**src/rtl/ifetch_icache_if.sv**
```systemverilog
// ifetch_icache_if: word-refill handshake between the fetch cache and instruction memory.
interface ifetch_icache_if;
  logic        memReq;
  logic [31:0] memAddr;
  logic        memAck;
  logic [31:0] memData;
  modport master(output memReq, memAddr, input memAck, memData);
  modport slave(input memReq, memAddr, output memAck, memData);
endinterface

```
**src/rtl/ifetch_icache.sv**
```systemverilog
// ifetch_icache: PC register plus direct-mapped instruction cache with in-order line refill.
module ifetch_icache #(
  parameter int unsigned LINES = 16,
  parameter int unsigned WORDS = 4,
  parameter logic [31:0] RESET_PC = 32'h0000_0000
) (
  input  logic            Clk,
  input  logic            Rst,
  input  logic            stall,
  input  logic            pcSrc,
  input  logic [31:0]     branchTarget,
  output logic [31:0]     inst,
  output logic [31:0]     nextPC,
  output logic            hit,
  output logic [31:0]     pc,
  ifetch_icache_if.master mem
);
  localparam int OB = $clog2(WORDS);
  localparam int IB = $clog2(LINES);
  localparam int TB = 30 - OB - IB;
  typedef enum logic {LOOKUP, REFILL} state_e;
  state_e          state_q;
  logic [31:0]     pc_q, pc_d, pend_target_q;
  logic            pend_q, mem_req_q, last_ack;
  logic [OB-1:0]   cnt_q;
  logic [LINES-1:0] valid_q;
  logic [TB-1:0]   tag_q [LINES];
  logic [31:0]     data_q [LINES*WORDS];
  logic [IB-1:0]   idx;
  logic [OB-1:0]   off;
  logic [TB-1:0]   tag;
  assign idx = pc_q[OB+IB+1:OB+2];
  assign off = pc_q[OB+1:2];
  assign tag = pc_q[31:OB+IB+2];
  assign hit = state_q == LOOKUP && valid_q[idx] && tag_q[idx] == tag;
  assign inst = data_q[{idx, off}];
  assign nextPC = pc_q + 32'd4;
  assign pc = pc_q;
  assign mem.memReq = mem_req_q;
  assign mem.memAddr = mem_req_q ? {pc_q[31:OB+2], cnt_q, 2'b00} : 32'h0;
  assign last_ack = state_q == REFILL && mem.memAck && cnt_q == OB'(WORDS - 1);
  // A redirect arriving on the final ack wins over an older pending one.
  always_comb begin
    pc_d = pc_q;
    if (state_q == LOOKUP && hit && !stall) pc_d = pcSrc ? branchTarget : nextPC;
    else if (last_ack) pc_d = pcSrc ? branchTarget : (pend_q ? pend_target_q : pc_q);
  end
  always_ff @(posedge Clk or posedge Rst) begin
    if (Rst) begin
      state_q <= LOOKUP;
      pc_q <= RESET_PC;
      pend_q <= 1'b0;
      pend_target_q <= 32'h0;
      mem_req_q <= 1'b0;
      cnt_q <= '0;
      valid_q <= '0;
    end else begin
      pc_q <= pc_d;
      if (state_q == LOOKUP) begin
        if (!hit) begin
          state_q <= REFILL;
          cnt_q <= '0;
          mem_req_q <= 1'b1;
          valid_q[idx] <= 1'b0;
        end
      end else begin
        if (pcSrc) begin
          pend_q <= 1'b1;
          pend_target_q <= branchTarget;
        end
        if (mem.memAck) cnt_q <= cnt_q + OB'(1);
        if (last_ack) begin
          valid_q[idx] <= 1'b1;
          mem_req_q <= 1'b0;
          pend_q <= 1'b0;
          state_q <= LOOKUP;
        end
      end
    end
  end
  always_ff @(posedge Clk) begin
    if (state_q == REFILL && mem.memAck) data_q[{idx, cnt_q}] <= mem.memData;
    if (last_ack) tag_q[idx] <= tag;
  end
endmodule

```
**src/flat_wrapper.sv**
```systemverilog
// flat-port wrapper written by rule: the top's interface ports become plain ports
module ifetch_icache_flat 
#(
  parameter int unsigned LINES = 16,
  parameter int unsigned WORDS = 4,
  parameter logic [31:0] RESET_PC = 32'h0000_0000
)
  (Clk, Rst, stall, pcSrc, branchTarget, inst, nextPC, hit, pc, mem_memReq, mem_memAddr, mem_memAck, mem_memData);
  ifetch_icache_if mem_i ();
  input  logic Clk;
  input  logic Rst;
  input  logic stall;
  input  logic pcSrc;
  input  logic [31:0] branchTarget;
  output logic [31:0] inst;
  output logic [31:0] nextPC;
  output logic hit;
  output logic [31:0] pc;
  output wire logic [$bits(mem_i.memReq)-1:0] mem_memReq;
  output wire logic [$bits(mem_i.memAddr)-1:0] mem_memAddr;
  input wire logic [$bits(mem_i.memAck)-1:0] mem_memAck;
  input wire logic [$bits(mem_i.memData)-1:0] mem_memData;
  assign mem_memReq = mem_i.memReq;
  assign mem_memAddr = mem_i.memAddr;
  assign mem_i.memAck = mem_memAck;
  assign mem_i.memData = mem_memData;
  ifetch_icache #(.LINES(LINES), .WORDS(WORDS), .RESET_PC(RESET_PC)) u_core (.Clk(Clk), .Rst(Rst), .stall(stall), .pcSrc(pcSrc), .branchTarget(branchTarget), .inst(inst), .nextPC(nextPC), .hit(hit), .pc(pc), .mem(mem_i));
endmodule
```
**config.mk**
```make
export PLATFORM = sky130hd
export DESIGN_NAME = ifetch_icache_flat
export DESIGN_NICKNAME = d
export VERILOG_FILES = /design/src/rtl/ifetch_icache_if.sv /design/src/rtl/ifetch_icache.sv /design/src/flat_wrapper.sv
export SDC_FILE = /design/constraint.sdc
export NUM_CORES = 2
export LEC_CHECK = 0
export ABC_AREA = 0
export CELL_PAD_IN_SITES_DETAIL_PLACEMENT = 1
export CELL_PAD_IN_SITES_GLOBAL_PLACEMENT = 2
export CORE_ASPECT_RATIO = 0.75
export CORE_MARGIN = 2
export CORE_UTILIZATION = 30
export CTS_BUF_LIST = sky130_fd_sc_hd__clkbuf_4 sky130_fd_sc_hd__clkbuf_8 sky130_fd_sc_hd__clkbuf_16
export DETAILED_ROUTE_END_ITERATION = 10
export GPL_TIMING_DRIVEN = 0
export PLACE_DENSITY_LB_ADDON = 0.05
export RECOVER_POWER = 100
export SLEW_MARGIN = 30
export SYNTH_ARGS = -nofsm -noshare
export SYNTH_HDL_FRONTEND = slang
export SYNTH_SLANG_ARGS = --single-unit
```
**constraint.sdc**
```tcl
create_clock -name Clk -period 4.8 [get_ports Clk]
set_input_delay 0.96 -clock Clk [delete_from_list [all_inputs] [get_ports Clk]]
set_output_delay 0.96 -clock Clk [all_outputs]
set_load 0.1 [all_outputs]
```
==> impl_metrics.csv <==
group,metric,value,unit
floorplan,rows,181,
pwr,leakage,40.9,nW
min_path,hp-class,"reg -> reg",
logic_synthesis,synth_warnings,0,
layout,drive_gt1_share,40.5,%
critical_path,regToRegSetupSlack,20,ps
clock_tree,cts_root_buffer,"clkbuf_16",
sta,rsz0062_at_grt,"yes",
sta,final-setup-viol-count,51,
route,drt-initial-drc-count,6812,
clock_tree,cts-hold-fix-buffers,0,
sta,tightest_slew,3310,ps
clock_tree,worstSkewPairLatency,860,ps
route,num_vias,53360,
layout,area_growth_syn_to_layout,30.5,%
flow_run,drv_cap,36,
critical_path,cpPeakStageDelay,670,ps
clock_tree,cts_sinks,2517,
clock_tree,htreeDepth,5,
critical_path,worst-path-buf-inv,3,
clock_tree,cts_tree,"yes",
grt,grt_start_max_net_pins,65,
pwr,p_per_area,672,mW/mm2
layout,n_fill_cell,30393,
place,postPlaceCellArea,0.113,mm2
place,dp_slack,-2660,ps
min_path,hold_depth,2,
logic_synthesis,synth_largest_area_cell,"edfxtp_1",
floorplan,die_y,500,um
route,drt-total-wl,395,mm
sta,period_share,113,%
pwr,combPwrFrac,43.5,%
critical_path,critPathKind,"reg -> out",
pwr,finalPower,86.2,mW
critical_path,path_delay_family,"simple AND/OR/NAND/NOR gates",
critical_path,startpoint_type,"flip-flop",
floorplan,die_w,665,um
grt,grt_pass1_vias,53573,
clock_tree,clk_pin_slew,60,ps
logic_synthesis,synthTopCellsByArea,"edfxtp_1, mux4_2, dfrtp_1",
route,routedWlPerCell,39.5,um
pwr,pwr-share-clk,25.2,%
floorplan,io_pins,199,
floorplan,start_util,30.2,%
layout,final_cells,10003,
pwr,power_frac_seq,31.2,%
layout,postLayoutCoreUtil,39.5,%
clock_tree,cts_buffer_depth,4,
critical_path,worstSetupEndpointType,"output port",
logic_synthesis,async_flop_share,3.38,%
route,drc,0,
critical_path,timing.rr.start,"u_core.pc[5]$_DFFE_PP0P_",
place,portBuffers,195,
logic_synthesis,ys_types,81,
logic_synthesis,synth_area,0.0982,mm2
sta,min_period,5440,ps
place,gp_congestion,0.835,
critical_path,reg2regPathDepth,16,
sta,drv_slew,1852,
status,status,"finished, violations left",
critical_path,crit_cells,10,
grt,antenna_found_initial,43,
logic_synthesis,synth_common_cells,"edfxtp_1, mux4_2, nand2_1",
pwr,switching_share,39.1,%
floorplan,core,0.325,mm2
layout,final_nets,5544,
place,dp_cells,9240,
place,dp_hpwl,284,mm
logic_synthesis,syn_area_per_cell,22.0,um2
logic_synthesis,synth_top_area_share,74.3,%
status,violations,"capacitance limit, slew limit, setup timing",
critical_path,worstSetupEndpoint,"hit",
critical_path,cp.required,3840,ps
sta,fin_ws,-644,ps
sta,slew_headroom,-121,%
critical_path,cp_max_fo,8,
pwr,power.switching,33.7,mW
sta,holdWs,487,ps
logic_synthesis,synth_seq_cells,2517,
critical_path,r2r_end,"u_core.pc[8]$_DFFE_PP0P_",
floorplan,die_area,0.332,mm2
route,drt_first_pass_iters,6,
pwr,power.internal,52.5,mW
clock_tree,numCtsBuffers,282,
grt,overflow,0,
sta,fin_skew,34.5,ps
route,antenna_left,0,
grt,grt_pass1_wl,521,mm
logic_synthesis,synth-edff-count,2432,
critical_path,cp_slowest_cell,"clkbuf_1",
layout,final_cell_area,0.128,mm2
critical_path,crit_arrival,4480,ps
route,viasPerCell,5.33,
critical_path,cp_cell_sequence,"buf_8, nor2b_1, clkbuf_1, a22oi_1, a21o_1, a221oi_2, nor2_2, or4b_4, nor3_4, buf_12",
logic_synthesis,ys.flop_type,"edfxtp_1",
logic_synthesis,ys_seq_area_share,76.5,%
sta,fmax,184,MHz
sta,tns,-11430,ps
critical_path,crit_start,"u_core.pc[5]$_DFFE_PP0P_",
sta,hold_violations,0,
logic_synthesis,synth_most_common_cell,"edfxtp_1",
logic_synthesis,syn_inst,4469,
pwr,ir_worst_vdd,0.534,mV
grt,grt_usage,23.5,%
==> power by group through the flow <==
stage	Clock [mW]	Sequential, mW	Combinational [mW]
3_5_place_dp	0	27.3	31.2
2_1_floorplan	0	27.5	16.8
6_report	21.7	26.9	37.5
4_1_cts	22.2	26.9	36.3
5_1_grt	23.0	27.0	38.6
3_3_place_gp	0	27.4	29.9
==> kinds of logic (layout without fill, tap and decap cells) <==
| group | Yosys count | count (layout) | share of synthesized area (%) |
|---|---|---|---|
| other | 1 | 21 | 0.00382 |
| buffers and inverters | 298 | 1512 | 1.35 |
| and+or+nand+nor | 479 | 479 | 2.27 |
| AOI/OAI and AO/OA | 290 | 290 | 2.09 |
| DFF | 2517 | 2517 | 76.5 |
| xor gates and xnor gates | 48 | 48 | 0.428 |
| muxes | 834 | 834 | 17.3 |
| adders and majority gates | 2 | 2 | 0.0255 |
==> layout by cell type (no fill, tap or decap), types with 56 or more instances in the layout <==
cell,n
edfxtp_1,2432
mux4_2,687
clkbuf_16,318
buf_16,200
buf_12,174
buf_4,172
nand2_1,147
clkbuf_4,105
clkdlybuf4s50_1,89
nor2_4,88
buf_6,80
clkbuf_1,74
dfrtp_1,65
clkinv_1,60
mux2i_1,56
==> worst min-delay path by stage <==
stage                                                endpoint                                 from  slack, ps
final                     u_core.pend_target_q[3]$_DFFE_PP0P_  u_core.pend_target_q[3]$_DFFE_PP0P_        490
after global routing          u_core.data_q[15][12]$_DFFE_PP_                      mem_memData[12]        470
after CTS                     u_core.data_q[15][12]$_DFFE_PP_                      mem_memData[12]        320
after detailed placement  u_core.pend_target_q[3]$_DFFE_PP0P_  u_core.pend_target_q[3]$_DFFE_PP0P_        480
after global placement    u_core.pend_target_q[0]$_DFFE_PP0P_  u_core.pend_target_q[0]$_DFFE_PP0P_        470
after floorplan           u_core.pend_target_q[3]$_DFFE_PP0P_  u_core.pend_target_q[3]$_DFFE_PP0P_        450
==> registers in the layout (all words and copies together) (netlist names), named ones only <==
signal                flops
u_core.tag_q            384
u_core.cnt_q              2
u_core.pend_q             1
u_core.state_q            1
u_core.pc                32
u_core.data_q          2048
u_core.pend_target_q     32
u_core.mem.memReq         1
==> worst reg2reg max path, cell delays in order (launching register included) <==
cell and delay (ps):
dfrtp_2 460, buf_8 180, buf_6 200, buf_12 210
buf_12 210, mux4_2 370, mux2i_4 390, o32ai_2 140
nor2_1 130, nand4_1 230, buf_4 240, a2111oi_4 330
buf_4 250, a31oi_4 210, clkbuf_1 350, a22oi_1 560
a31oi_1 170
==> area by class of cell <==
| type | count | area (um2) | area share [%] |
|---|---|---|---|
| sequential | 2517 | 75200 | 58.6 |
| multi-input combinational | 1655 | 23900 | 18.6 |
| timing repair buffer | 728 | 11200 | 8.70 |
| clock buffer | 370 | 7990 | 6.23 |
| tap | 4300 | 5380 | 4.20 |
| buffer | 257 | 3330 | 2.60 |
| clock inverter | 125 | 1070 | 0.832 |
| inverter | 32 | 148 | 0.115 |
| antenna | 19 | 47.5 | 0.0371 |
==> routing by layer <==
layer,vias up,part of all wire [%],track usage [%],wire length (um)
li1,20964,-,-,-
met2,2070,42,32.6,164000
met4,4,1.6,3.83,6250
met1,29948,49,37.5,193000
met5,-,0.058,0,230
met3,374,8.0,5.27,31700
==> repair_timing <==
action                                 4_1_cts  5_1_grt
setup buffers                              152      108
endpoints found under the hold margin        0        0
gates resized for setup                   1121      230
setup endpoints to repair                 1889       68
cloned                                       4        6
pin swaps                                   59       56
Note: power is estimated with default switching activity, not from simulation.
